[config.mk]
export PLATFORM = sky130hd
export DESIGN_NAME = spi_frame_responder
export DESIGN_NICKNAME = d
export VERILOG_FILES = /design/src/rtl/spi_frame_responder.sv
export SDC_FILE = /design/constraint.sdc
export NUM_CORES = 1
export LEC_CHECK = 0
export CORE_MARGIN = 2
export CORE_UTILIZATION = 25
export DETAILED_ROUTE_END_ITERATION = 6
export GPL_TIMING_DRIVEN = 0
export PLACE_DENSITY = 0.44
export RECOVER_POWER = 100
export SETUP_SLACK_MARGIN = 0.3
export SYNTH_ARGS = -nofsm -noshare
export SYNTH_HDL_FRONTEND = slang
export SYNTH_SLANG_ARGS = --single-unit
[constraint.sdc]
create_clock -name clock -period 4.1 [get_ports clock]
set_clock_uncertainty 0.15 [all_clocks]
set_input_delay 0.82 -clock clock [delete_from_list [all_inputs] [get_ports clock]]
set_output_delay 0.82 -clock clock [all_outputs]
set_load 0.005 [all_outputs]
[src/rtl/spi_frame_responder.sv]
// SPI slave-side frame decoder. Consumes bytes from a byte-oriented slave core.
// Write frames become indexed 32-bit word writes.
// Read frames return a command word, captured at frame start, MSB-first.
module spi_frame_responder #(
    parameter int          WORDS    = 8,
    parameter logic [7:0]  OP_WRITE = 8'h02,
    parameter logic [7:0]  OP_READ  = 8'h00,
    localparam int         IW       = $clog2(WORDS)
) (
    input  logic          clock,
    input  logic          reset_n,
    input  logic          cs_n,
    input  logic          rx_valid,
    input  logic [7:0]    rx_byte,
    input  logic          tx_req,
    output logic [7:0]    tx_byte,
    output logic          tx_wren,
    input  logic [31:0]   cmd_word,
    output logic          word_valid,
    output logic [IW-1:0] word_index,
    output logic [31:0]   word_data,
    output logic          frame_done,
    output logic          read_done,
    output logic          frame_error,
    output logic          busy
);

    localparam logic [2:0] S_IDLE   = 3'd0;
    localparam logic [2:0] S_OPCODE = 3'd1;
    localparam logic [2:0] S_ADDR   = 3'd2;
    localparam logic [2:0] S_WDATA  = 3'd3;
    localparam logic [2:0] S_RDATA  = 3'd4;
    localparam logic [2:0] S_DRAIN  = 3'd5;

    localparam logic [7:0] PAYLOAD  = 8'(4 * WORDS);
    localparam logic [7:0] FULL_CNT = 8'(4 * WORDS + 2);

    logic [2:0]    state, state_nx;
    logic          cs_n_prev;
    // Set once cs_n has been seen high, so a reset released mid-frame does
    // not mistake the still-low chip select for a fresh falling edge.
    logic          armed;
    logic [7:0]    rx_cnt, rx_cnt_nx;
    logic [7:0]    tx_cnt;
    logic          err, err_nx;
    logic          wr_mode, wr_nx;
    logic          rd_mode, rd_nx;
    logic [31:0]   shadow;
    logic [IW-1:0] base;
    logic [31:0]   asm_word;
    logic [7:0]    b;
    logic          rx_acc, word_hit, data_byte;
    logic          frame_start, frame_end;
    logic [7:0]    tx_sel;

    assign busy        = (state != S_IDLE);
    assign frame_start = armed && cs_n_prev && !cs_n;
    // A byte arriving in the same cycle as the rising cs_n is still accepted
    // because state has not yet returned to IDLE.
    assign frame_end   = !cs_n_prev && cs_n && (state != S_IDLE);
    assign rx_acc      = rx_valid && (state != S_IDLE);
    assign b           = rx_cnt - 8'd2;
    assign data_byte   = rx_acc && (state == S_WDATA) && (b != PAYLOAD);

    // Next-state decode of the received byte; end evaluation uses these values.
    always_comb begin
        state_nx  = state;
        err_nx    = err;
        wr_nx     = wr_mode;
        rd_nx     = rd_mode;
        word_hit  = 1'b0;
        rx_cnt_nx = rx_cnt;
        if (rx_acc && rx_cnt != 8'hFF)
            rx_cnt_nx = rx_cnt + 8'd1;
        if (rx_acc) begin
            case (state)
                S_OPCODE: begin
                    if (rx_byte == OP_WRITE) begin
                        state_nx = S_ADDR;
                        wr_nx    = 1'b1;
                    end else if (rx_byte == OP_READ) begin
                        state_nx = S_ADDR;
                        rd_nx    = 1'b1;
                    end else begin
                        state_nx = S_DRAIN;
                        err_nx   = 1'b1;
                    end
                end
                S_ADDR:  state_nx = wr_mode ? S_WDATA : S_RDATA;
                S_WDATA: begin
                    if (b == PAYLOAD) begin
                        state_nx = S_DRAIN;
                        err_nx   = 1'b1;
                    end else if (b[1:0] == 2'd3) begin
                        word_hit = 1'b1;
                    end
                end
                default: ;
            endcase
        end
    end

    // Transmit byte for the requested transfer: command word bytes 2..5 on reads.
    always_comb begin
        tx_sel = 8'h00;
        if (!cs_n && !frame_start && rd_mode) begin
            case (tx_cnt)
                8'd2:    tx_sel = shadow[31:24];
                8'd3:    tx_sel = shadow[23:16];
                8'd4:    tx_sel = shadow[15:8];
                8'd5:    tx_sel = shadow[7:0];
                default: tx_sel = 8'h00;
            endcase
        end
    end

    // Frame tracking, word assembly, end-of-frame pulses and tx preload.
    always_ff @(posedge clock or negedge reset_n) begin
        if (!reset_n) begin
            state       <= S_IDLE;
            cs_n_prev   <= 1'b1;
            armed       <= 1'b0;
            rx_cnt      <= '0;
            tx_cnt      <= '0;
            err         <= 1'b0;
            wr_mode     <= 1'b0;
            rd_mode     <= 1'b0;
            shadow      <= '0;
            base        <= '0;
            asm_word    <= '0;
            tx_byte     <= '0;
            tx_wren     <= 1'b0;
            word_valid  <= 1'b0;
            word_index  <= '0;
            word_data   <= '0;
            frame_done  <= 1'b0;
            read_done   <= 1'b0;
            frame_error <= 1'b0;
        end else begin
            cs_n_prev   <= cs_n;
            if (cs_n)
                armed <= 1'b1;
            tx_wren     <= 1'b0;
            word_valid  <= 1'b0;
            frame_done  <= 1'b0;
            read_done   <= 1'b0;
            frame_error <= 1'b0;

            if (tx_req) begin
                tx_wren <= 1'b1;
                tx_byte <= tx_sel;
                if (tx_cnt != 8'hFF)
                    tx_cnt <= tx_cnt + 8'd1;
            end

            if (frame_start) begin
                state   <= S_OPCODE;
                rx_cnt  <= '0;
                tx_cnt  <= '0;
                err     <= 1'b0;
                wr_mode <= 1'b0;
                rd_mode <= 1'b0;
                shadow  <= cmd_word;
            end else begin
                rx_cnt  <= rx_cnt_nx;
                err     <= err_nx;
                wr_mode <= wr_nx;
                rd_mode <= rd_nx;
                state   <= frame_end ? S_IDLE : state_nx;

                if (rx_acc && state == S_ADDR)
                    base <= rx_byte[IW-1:0];
                if (data_byte)
                    asm_word[{b[1:0], 3'b000} +: 8] <= rx_byte;
                if (word_hit) begin
                    word_valid <= 1'b1;
                    word_data  <= {rx_byte, asm_word[23:0]};
                    word_index <= base + b[IW+1:2];
                end

                if (frame_end && rx_cnt_nx != 8'd0) begin
                    if (wr_nx && !err_nx && rx_cnt_nx == FULL_CNT)
                        frame_done <= 1'b1;
                    else if (rd_nx && !err_nx && rx_cnt_nx >= 8'd6)
                        read_done <= 1'b1;
                    else
                        frame_error <= 1'b1;
                end
            end
        end
    end

endmodule

==> results.toml, run 1 <==
[run_status]
status = "finished with violations"
violations = "capacitance limit, slew limit"

[critical_path]
start_kind = "input pin"
critPathKind = "in2reg"
worst-r2r-cell-count = 6
rr_startpoint = "tx_cnt[0]"
rrSetupSlack_ns = 0.86
crit_arrival_ns = 3.43
crit_path_end_kind = "flip-flop"
path_max_fanout = 10
worstReg2RegEnd = "tx_byte[5]"
worstPathRequired_ns = 4.23

[place]
gp_congestion = 0.7492
dpl-instance-area_sq_um = 7450
io_buffers = 93
placed_cells = 995
dpl.hpwl_microns = 11300

[pwr]
internal_power_w = 0.002768
switching_share_pct = 30.64
pwr-share-clk_pct = 38.8
seqPwrFrac_pct = 40.0
cellPowerDensity_nw_per_um2 = 505.5
p_comb_share_pct = 21.3
switching_power_w = 0.001223
ir_drop_mv = 0.2310
p_leak_nw = 3.708
finalPower_w = 0.003991

[logic_synthesis]
synthFlopType = "dfrtp_1"
ys_seq_area_share_pct = 53.90
synth_edf_count = 0
ys_warn_count = 0
synthesis.nets = 636
yosys.area.top_type_share_pct = 53.46
synth.avg_cell_area_sq_um = 10.55
yosys.area.top_type = "dfrtp_1"
synth_common_cells = "167 x nand2_1, 130 x dfrtp_1, 36 x o21ai_0, 27 x mux2_4, 27 x nor2_1"
synthArstFlopShare_pct = 100.0
yosys_register_bits = 131
syn_area_sq_um = 6085
ys_top_cells_by_area = "dfrtp_1 53%, nand2_1 10%, mux2_4 6.7%"
synth.most_common_cell = "nand2_1"
syn_inst = 577
yosysUniqueCellTypes = 59

[clock_network]
post_cts_buffers = 0
post_cts_resize_count = 0
h-tree-depth = 4
clockRootBuffer = "clkbuf_16"
clk_latency_ns = 0.42
clock-sinks = 131
hold_buffers = 0
cts_inserted_buffers = 17
cts_tree = "built"
clk_path_buf_depth = 2
path_clk_slew_ns = 0.06

[timing]
relSlewSlack_pct = -46.33
fin_crit_sh_pct = 80.36
hold_viol = 0
fmax_mhz = 303.5
holdWs_ns = 0.3276
drv_slew = 48
worst_slew_pin_slew_ns = 2.195
setup_viol = 0
rsz0062_at_grt = "false"
period_minus_slack_ns = 3.295

[detailed_routing]
drtAntennaViolNets = 0
drt-vias-per-instance = 4.454
dr.first_iter.drc_count = 223
num_vias = 4574
drc = 0
wl_microns = 15870
wl_per_cell_microns = 15.46
drt_pass1_iterations = 5

[finish]
drive_above_1_share_pct = 8.677
design_area_sq_um = 7895
fin_nets = 749
postLayoutCoreUtil_pct = 32.75
diodes = 0
stdcell_count = 1027
n_fill_cell = 2538
area_delta_synth_final_pct = 29.76

[min_path]
hold-path-endpoint = "word_index[2]"
hold_start = "word_index[2]"
min_path_type = "reg2reg"
whs_path_depth = 2

[run]
cap_violations = 2

[floorplan]
ios = 94
start_util_pct = 25.24
core_sq_um = 24110
rows = 57
die-area_sq_um = 25600
dieHeight_microns = 160.0
fp.dieW_microns = 160.0

[grt]
grt_pass1_wl_microns = 26540
grtUsageTotal_pct = 13.09
grt_max_degree = 94
global_route.overflow_total = 0
grt_pass1_vias = 4866
antenna_found_initial = 0
==> per-layer routing <==
layer,routed length [microns],vias up,track usage [%]
met5,0,-,0
met4,191,0,4.136
met3,707,12,3.091
met2,7558,115,20.92
met1,7416,2249,17.59
li1,-,2198,-
==> power by group through the flow <==
stage | Combinational [W] | Sequential [W] | Clock (W)
2_1_floorplan | 0.000563 | 0.00159 | 0
3_3_place_gp | 0.000920 | 0.00162 | 0
3_5_place_dp | 0.000933 | 0.00163 | 0
4_1_cts | 0.000938 | 0.00160 | 0.00159
5_1_grt | 0.000974 | 0.00163 | 0.00165
6_report | 0.000848 | 0.00160 | 0.00155
==> state kept, by name, summed over array words and instances, names as in the netlist <==
| register | count |
|---|---|
| word_index | 3 |
| armed | 1 |
| shadow | 32 |
| frame_error | 1 |
| err | 1 |
| tx_wren | 1 |
| word_data | 32 |
| state | 3 |
| asm_word | 24 |
| wr_mode | 1 |
| read_done | 1 |
| rx_cnt | 8 |
| rd_mode | 1 |
| word_valid | 1 |
| base | 3 |
| frame_done | 1 |
| tx_cnt | 8 |
| tx_byte | 8 |
| cs_n_prev | 1 |
==> worst max path at each step <==
stage,end,cells past startpoint,start
after floorplan,word_data[10],7,rx_valid
after global placement,shadow[27],1,reset_n
after detailed placement,word_data[20],8,rx_valid
after CTS,word_data[18],8,rx_valid
after global routing,asm_word[21],8,cs_n
final,asm_word[8],8,cs_n
==> stage by stage <==
stage	worst slack [ns]	TNS (ns)
after global routing	0.5821	0
after global placement	-3.181	-412.78
after floorplan	1.603	0
after CTS	1.118	0
after detailed placement	0.6768	0
final	0.8054	0
==> cell type report <==
class / instances / area (sq um) / share of cell area [%]
buffer: 26 / 167.7 / 2.124
clock buffer: 17 / 425.4 / 5.388
clock inverter: 15 / 170.2 / 2.155
inverter: 18 / 72.57 / 0.9192
multi-input combinational: 402 / 2422 / 30.68
sequential: 131 / 3279 / 41.54
tap: 324 / 405.4 / 5.135
timing repair buffer: 94 / 952.2 / 12.06
==> cell usage in the layout, fill, tap and decap left out, drive strengths merged, types with 3 or more instances in the layout <==
| cell type | n |
|---|---|
| buf | 12 |
| nor3 | 9 |
| o2bb2ai | 8 |
| or3 | 4 |
| o31a | 3 |
| and3 | 6 |
| nor2 | 27 |
| nand2 | 168 |
| dfrtp | 130 |
| clkbuf | 33 |
| xnor2 | 11 |
| nor4 | 6 |
| a22o | 8 |
| o21ai | 37 |
| a211oi | 3 |
| inv | 25 |
| nor2b | 3 |
| a221oi | 8 |
| o31ai | 3 |
| a21oi | 5 |
| clkdlybuf4s50 | 40 |
| ha | 13 |
| clkinv | 4 |
| mux2i | 3 |
| mux2 | 34 |
| nand4 | 4 |
| nand3 | 7 |
| dlygate4sd3 | 52 |
| a31oi | 3 |
| xor2 | 3 |
==> cells by family after synthesis <==
| group | count (synthesis) | share of synthesized area (%) |
|---|---|---|
| simple gates | 247 | 17.81 |
| fa+ha+maj | 14 | 3.002 |
| flops | 131 | 53.90 |
| mux | 37 | 8.452 |
| xor+xnor | 14 | 2.015 |
| compound gates | 90 | 10.82 |
| buf+inv | 44 | 4.010 |
==> critical path, cell delays in order <==
cell and delay (ns):
dlygate4sd3_1 0.68, nand3b_1 0.34, nand2_1 0.11, a311oi_1 0.64, nand2_1 0.34, clkbuf_1 0.28
nand2_1 0.12, o21ai_0 0.10
(Power assumes the default switching activity.)
==> run 2: changes to the inputs <==
==> constraint.sdc (replaced) <==
create_clock -name clock -period 3.15 [get_ports clock]
set_clock_uncertainty 0.15 [all_clocks]
set_input_delay 0.63 -clock clock [delete_from_list [all_inputs] [get_ports clock]]
set_output_delay 0.63 -clock clock [all_outputs]
set_load 0.005 [all_outputs]
==> run 2 against run 1 <==
The run now ends clean. Clock power grew 30%. First-iteration DRC count fell by 0.45%. Worst setup slack worse by 0.44 ns. Critical path depth is 5 lower. Flip-flop and latch count stayed put. Cell area is 1.2% higher. Sequential power rose by 30%. Largest cell class unchanged.
==> results.toml, run 2 (synthesis gave the netlist of run 1 again) <==
[run_status]
status = "complete, no violations"

[finish]
drive_above_1_share_pct = 11.77
ff_latch_area_sq_um = 3281
area_delta_synth_final_pct = 31.36
final_common_cell = "nand2_1"
n_fill_cell = 2529
final_cell_mix = "166 x nand2_1, 129 x dfrtp_1, 52 x dlygate4sd3_1, 41 x clkdlybuf4s50_1, 36 x o21ai_0"
multi_input_area_sq_um = 2510
largestRegisters = "shadow: 32 flops, word_data: 32 flops, asm_word: 24 flops"
diodes = 0
stdcell_count = 1029
postLayoutCoreUtil_pct = 33.16
fin_nets = 751

[grt]
grt_pass1_vias = 4878
antenna_found_initial = 0
grt_pass1_wl_microns = 26560
grt_max_degree = 94
grtUsageTotal_pct = 13.09
global_route.overflow_total = 0

[timing]
drv_slew = 0
holdWs_ns = 0.3271
setup_viol = 0
rsz0062_at_grt = "false"
fmax_mhz = 358.9
worst_slew_pin_slew_ns = 1.314
fin_crit_sh_pct = 88.46
hold_viol = 0
period_minus_slack_ns = 2.787
relSlewSlack_pct = 12.41

[clock_network]
cts_tree = "built"
clk_latency_ns = 0.42
clock-sinks = 131
clockRootBuffer = "clkbuf_16"
cts_inserted_buffers = 17
h-tree-depth = 4
clk_path_buf_depth = 2
path_clk_slew_ns = 0.06

[min_path]
hold-path-endpoint = "word_index[2]"
hold_start = "word_index[2]"
min_path_type = "reg2reg"
whs_path_depth = 2

[floorplan]
dieHeight_microns = 160.0
rows = 57
die-area_sq_um = 25600
ios = 94
start_util_pct = 25.24
fp.dieW_microns = 160.0
core_sq_um = 24110

[pwr]
p_leak_nw = 3.728
ir_drop_mv = 0.2967
cellPowerDensity_nw_per_um2 = 654.0

[detailed_routing]
wl_microns = 15920
drt_pass1_iterations = 4
wl_per_cell_microns = 15.47
dr.first_iter.drc_count = 222
num_vias = 4559
drt-vias-per-instance = 4.431
drtAntennaViolNets = 0
drc = 0

[critical_path]
critPathKind = "reg2out"
cp_cell_sequence = "buf_2 -> or3_1 -> dlygate4sd3_1"
worstPathRequired_ns = 2.37
path_max_fanout = 9
crit_path_end_kind = "output pin"
start_kind = "flip-flop"
slowest_stage = "dlygate4sd3_1"
critPathMaxStageDelay_ns = 0.61
rr_startpoint = "rx_cnt[1]"
worst-r2r-cell-count = 10
rrSetupSlack_ns = 0.37
worstReg2RegEnd = "word_data[24]"
crit_arrival_ns = 2.01

[place]
gp_congestion = 0.7492
placed_cells = 995
dpl.hpwl_microns = 11300
io_buffers = 93

[run]
cap_violations = 0
## run 2: changes by cell type in the layout (fill, tap and decap cells not counted), sizes merged
cell and delta:
buf +4, clkdlybuf4s50 +1, clkbuf -3
## run 2: final cells by class
cell class	instances	share of cell area (%)
buffer	26	2.145
multi-input combinational	402	31.40
clock buffer	17	5.322
clock inverter	15	2.129
sequential	131	41.05
inverter	18	0.9080
tap	324	5.072
timing repair buffer	96	11.98
## run 2: stage by stage
stage	TNS, ns	area [sq um]	total power [W]	worst slack, ns
finish	0	7993	0.005227	0.3634
detailed placement	-2.141	7450	0.003332	-0.08321
floorplan	0	6085	0.002808	0.6814
CTS	0	8063	0.005384	0.3058
global route	0	7993	0.005566	0.1714
global placement	-514.68	7421	0.003307	-3.941
## run 2: worst max path at each step
stage | from | to | slack [ns] | cells past startpoint
finish | state[0] | busy | 0.36 | 3
global placement | reset_n | shadow[27] | -3.94 | 1
floorplan | rx_cnt[1] | word_data[10] | 0.68 | 9
detailed placement | rx_valid | word_data[20] | -0.08 | 8
CTS | rx_cnt[1] | word_data[25] | 0.31 | 10
global route | rx_cnt[1] | word_data[24] | 0.17 | 10
## run 2: report_power, final
group | internal [W] | total (W) | switching, W
sequential | 0.00191 | 0.00208 | 0.000167
clock | 0.00119 | 0.00201 | 0.000821
combinational | 0.000523 | 0.00114 | 0.000614
## run 2: critical path: cells and delay by family (launching register included)
kind	cells	cell delay, ns
buffers and inverters	2	0.79
AND/OR/NAND/NOR	1	0.44
flip-flops	1	0.36
## run 2: per-layer routing
layer  GRT usage [%]  vias up  routed length (microns)
li1                -     2204                        -
met1           17.59     2254                     7414
met2           20.96       91                     7704
met3           3.065       10                      624
met4           4.136        0                      180
met5               0        -                        0
## run 2: what timing repair did
action | 4_1_cts | 5_1_grt
endpoints found under the setup margin | 27 | 58
hold buffers | 1 | 0
gates cloned | 0 | 0
gates resized for setup | 0 | 6
pin swaps | 1 | 0
setup buffers | 1 | 0
hold endpoints to repair | 38 | 0
==> run 3: changes to the inputs <==
--- a/config.mk
+++ b/config.mk
@@ -5,7 +5,7 @@
 export SDC_FILE = /design/constraint.sdc
 export NUM_CORES = 1
 export LEC_CHECK = 0
-export CORE_MARGIN = 2
+export ABC_CLOCK_PERIOD_IN_PS = 3150
 export CORE_UTILIZATION = 25
 export DETAILED_ROUTE_END_ITERATION = 6
 export GPL_TIMING_DRIVEN = 0
==> run 3 against run 2 <==
Cell count down 0.49%. First-iteration DRC count up 7.2%. Combinational power is essentially flat.
==> results.toml, run 3 (synthesis gave the netlist of run 1 again) <==
[timing]
relSlewSlack_pct = 28.90
fmax_mhz = 352.9
hold_viol = 0
drv_slew = 0
fin_crit_sh_pct = 89.97
setup_viol = 0
period_minus_slack_ns = 2.834
rsz0062_at_grt = "false"
worst_slew_pin_slew_ns = 1.066
setup_ws_ns = 0.3161

[critical_path]
worst-r2r-cell-count = 10
critPathKind = "reg2reg"
crit_path_end_kind = "flip-flop"
slowest_stage = "dfrtp_1"
cp_cell_sequence = "inv_1 -> ha_1 -> xnor2_1 -> nor4b_4 -> a311oi_2 -> buf_4 -> nand2_4 -> inv_6 -> buf_12 -> mux2_1"
crit_buf_inv = 4
start_kind = "flip-flop"
path_max_fanout = 10
critPathMaxStageDelay_ns = 0.56
worst-path-stages = 10
crit_arrival_ns = 2.98
worstPathRequired_ns = 3.30
critical_path.top_delay_family = "buffers and inverters"

[pwr]
cellPowerDensity_nw_per_um2 = 668.4
p_leak_nw = 3.745
ir_drop_mv = 0.2546

[clock_network]
clk_path_buf_depth = 2
clock-sinks = 131
clockRootBuffer = "clkbuf_16"
cts_tree = "built"
cts_inserted_buffers = 17
h-tree-depth = 4
path_clk_slew_ns = 0.06
clk_latency_ns = 0.42

[finish]
multi_input_area_sq_um = 2509
ff_latch_area_sq_um = 3279
fin_nets = 751
n_fill_cell = 2482
final_common_cell = "nand2_1"
final_cell_mix = "166 x nand2_1, 130 x dfrtp_1, 52 x dlygate4sd3_1, 41 x clkdlybuf4s50_1, 36 x o21ai_0"
drive_above_1_share_pct = 11.63
stdcell_count = 1024
diodes = 0
area_delta_synth_final_pct = 31.89
largestRegisters = "shadow: 32 flops, word_data: 32 flops, asm_word: 24 flops"

[floorplan]
ios = 94
fp.dieW_microns = 158.0
dieHeight_microns = 158.0
die-area_sq_um = 24970
start_util_pct = 25.69
rows = 56
core_sq_um = 23680

[grt]
grt_max_degree = 92
grt_pass1_vias = 4757
global_route.overflow_total = 0
grtUsageTotal_pct = 13.44
grt_pass1_wl_microns = 25440
antenna_found_initial = 0

[detailed_routing]
drtAntennaViolNets = 0
wl_microns = 15630
num_vias = 4550
wl_per_cell_microns = 15.26
drt_pass1_iterations = 4
drt-vias-per-instance = 4.443
dr.first_iter.drc_count = 238
drc = 0

[min_path]
min_path_type = "reg2reg"
whs_path_depth = 2

[place]
post-place-ws_ns = -0.08438
io_buffers = 93
dpl.hpwl_microns = 11420
placed_cells = 990
gp_congestion = 0.7721

[run_status]
status = "complete, no violations"

[run]
cap_violations = 0
-- run 3: cell types whose count changed in the layout (fill, tap and decap cells not counted), moves of 2 or more --
| cell | previous run | this run |
|---|---|---|
| mux2_1 | 17 | 14 |
| inv_6 | 8 | 5 |
| bufinv_16 | 2 | 4 |
| mux2_4 | 10 | 13 |
-- run 3: per-stage QoR --
stage                     hold slack [ns]  total power (W)  area, sq um  utilization (%)  setup TNS [ns]
after global routing               0.3455         0.005685         8025            33.89               0
after global placement             0.3112         0.003302         7415            31.31         -513.43
after CTS                          0.3295         0.005513         8100            34.20               0
final                              0.3239         0.005364         8025            33.89               0
after detailed placement           0.3148         0.003333         7443            31.43          -2.169
after floorplan                    0.1844         0.002808         6085                -               0
-- run 3: cell type report --
type / count / area share [%]
clock buffers: 19 / 5.519
plain buffers: 26 / 2.136
inverters: 18 / 0.9043
multi-input cells: 402 / 31.26
clock inverters: 13 / 2.448
flip-flops and latches: 131 / 40.86
well taps: 319 / 4.973
repair buffers: 96 / 11.90
-- run 3: final timing paths --
kind | start | endpoint | slack (ns)
worst max-delay path | rx_cnt[1] | word_data[19] | 0.32
worst min-delay path | asm_word[14] | asm_word[14] | 0.32
worst max register to register | rx_cnt[1] | word_data[19] | 0.32
worst min register to register | asm_word[14] | asm_word[14] | 0.32
max in group asynchronous | reset_n | shadow[30] | 0.67
min in group asynchronous | reset_n | word_data[0] | 0.78
-- run 3: where the power goes --
part / internal (W) / switching [W]
sequential: 0.00191 / 0.000167
combinational: 0.000525 / 0.000611
clock: 0.00136 / 0.000789
total: 0.00380 / 0.00157
-- run 3: worst min-delay path, stage by stage (launching register included) --
cell and delay [ns]:
dfrtp_1 0.34, nand2_1 0.04, o21ai_0 0.06
-- run 3: timing repair --
action / 4_1_cts / 5_1_grt
pin swaps: 1 / 0
hold endpoints to repair: 40 / 0
setup buffers: 1 / 0
hold buffers: 1 / 0
resized for setup: 0 / 4
endpoints found under the setup margin: 23 / 57
cloned: 0 / 0
-- run 3: metal layers --
metal	global-route usage [%]	vias to the layer above	routed length [microns]
met4	4.670	0	191
met3	2.765	15	559
li1	-	2204	-
met1	18.33	2229	7483
met2	21.02	102	7391
met5	0	-	0
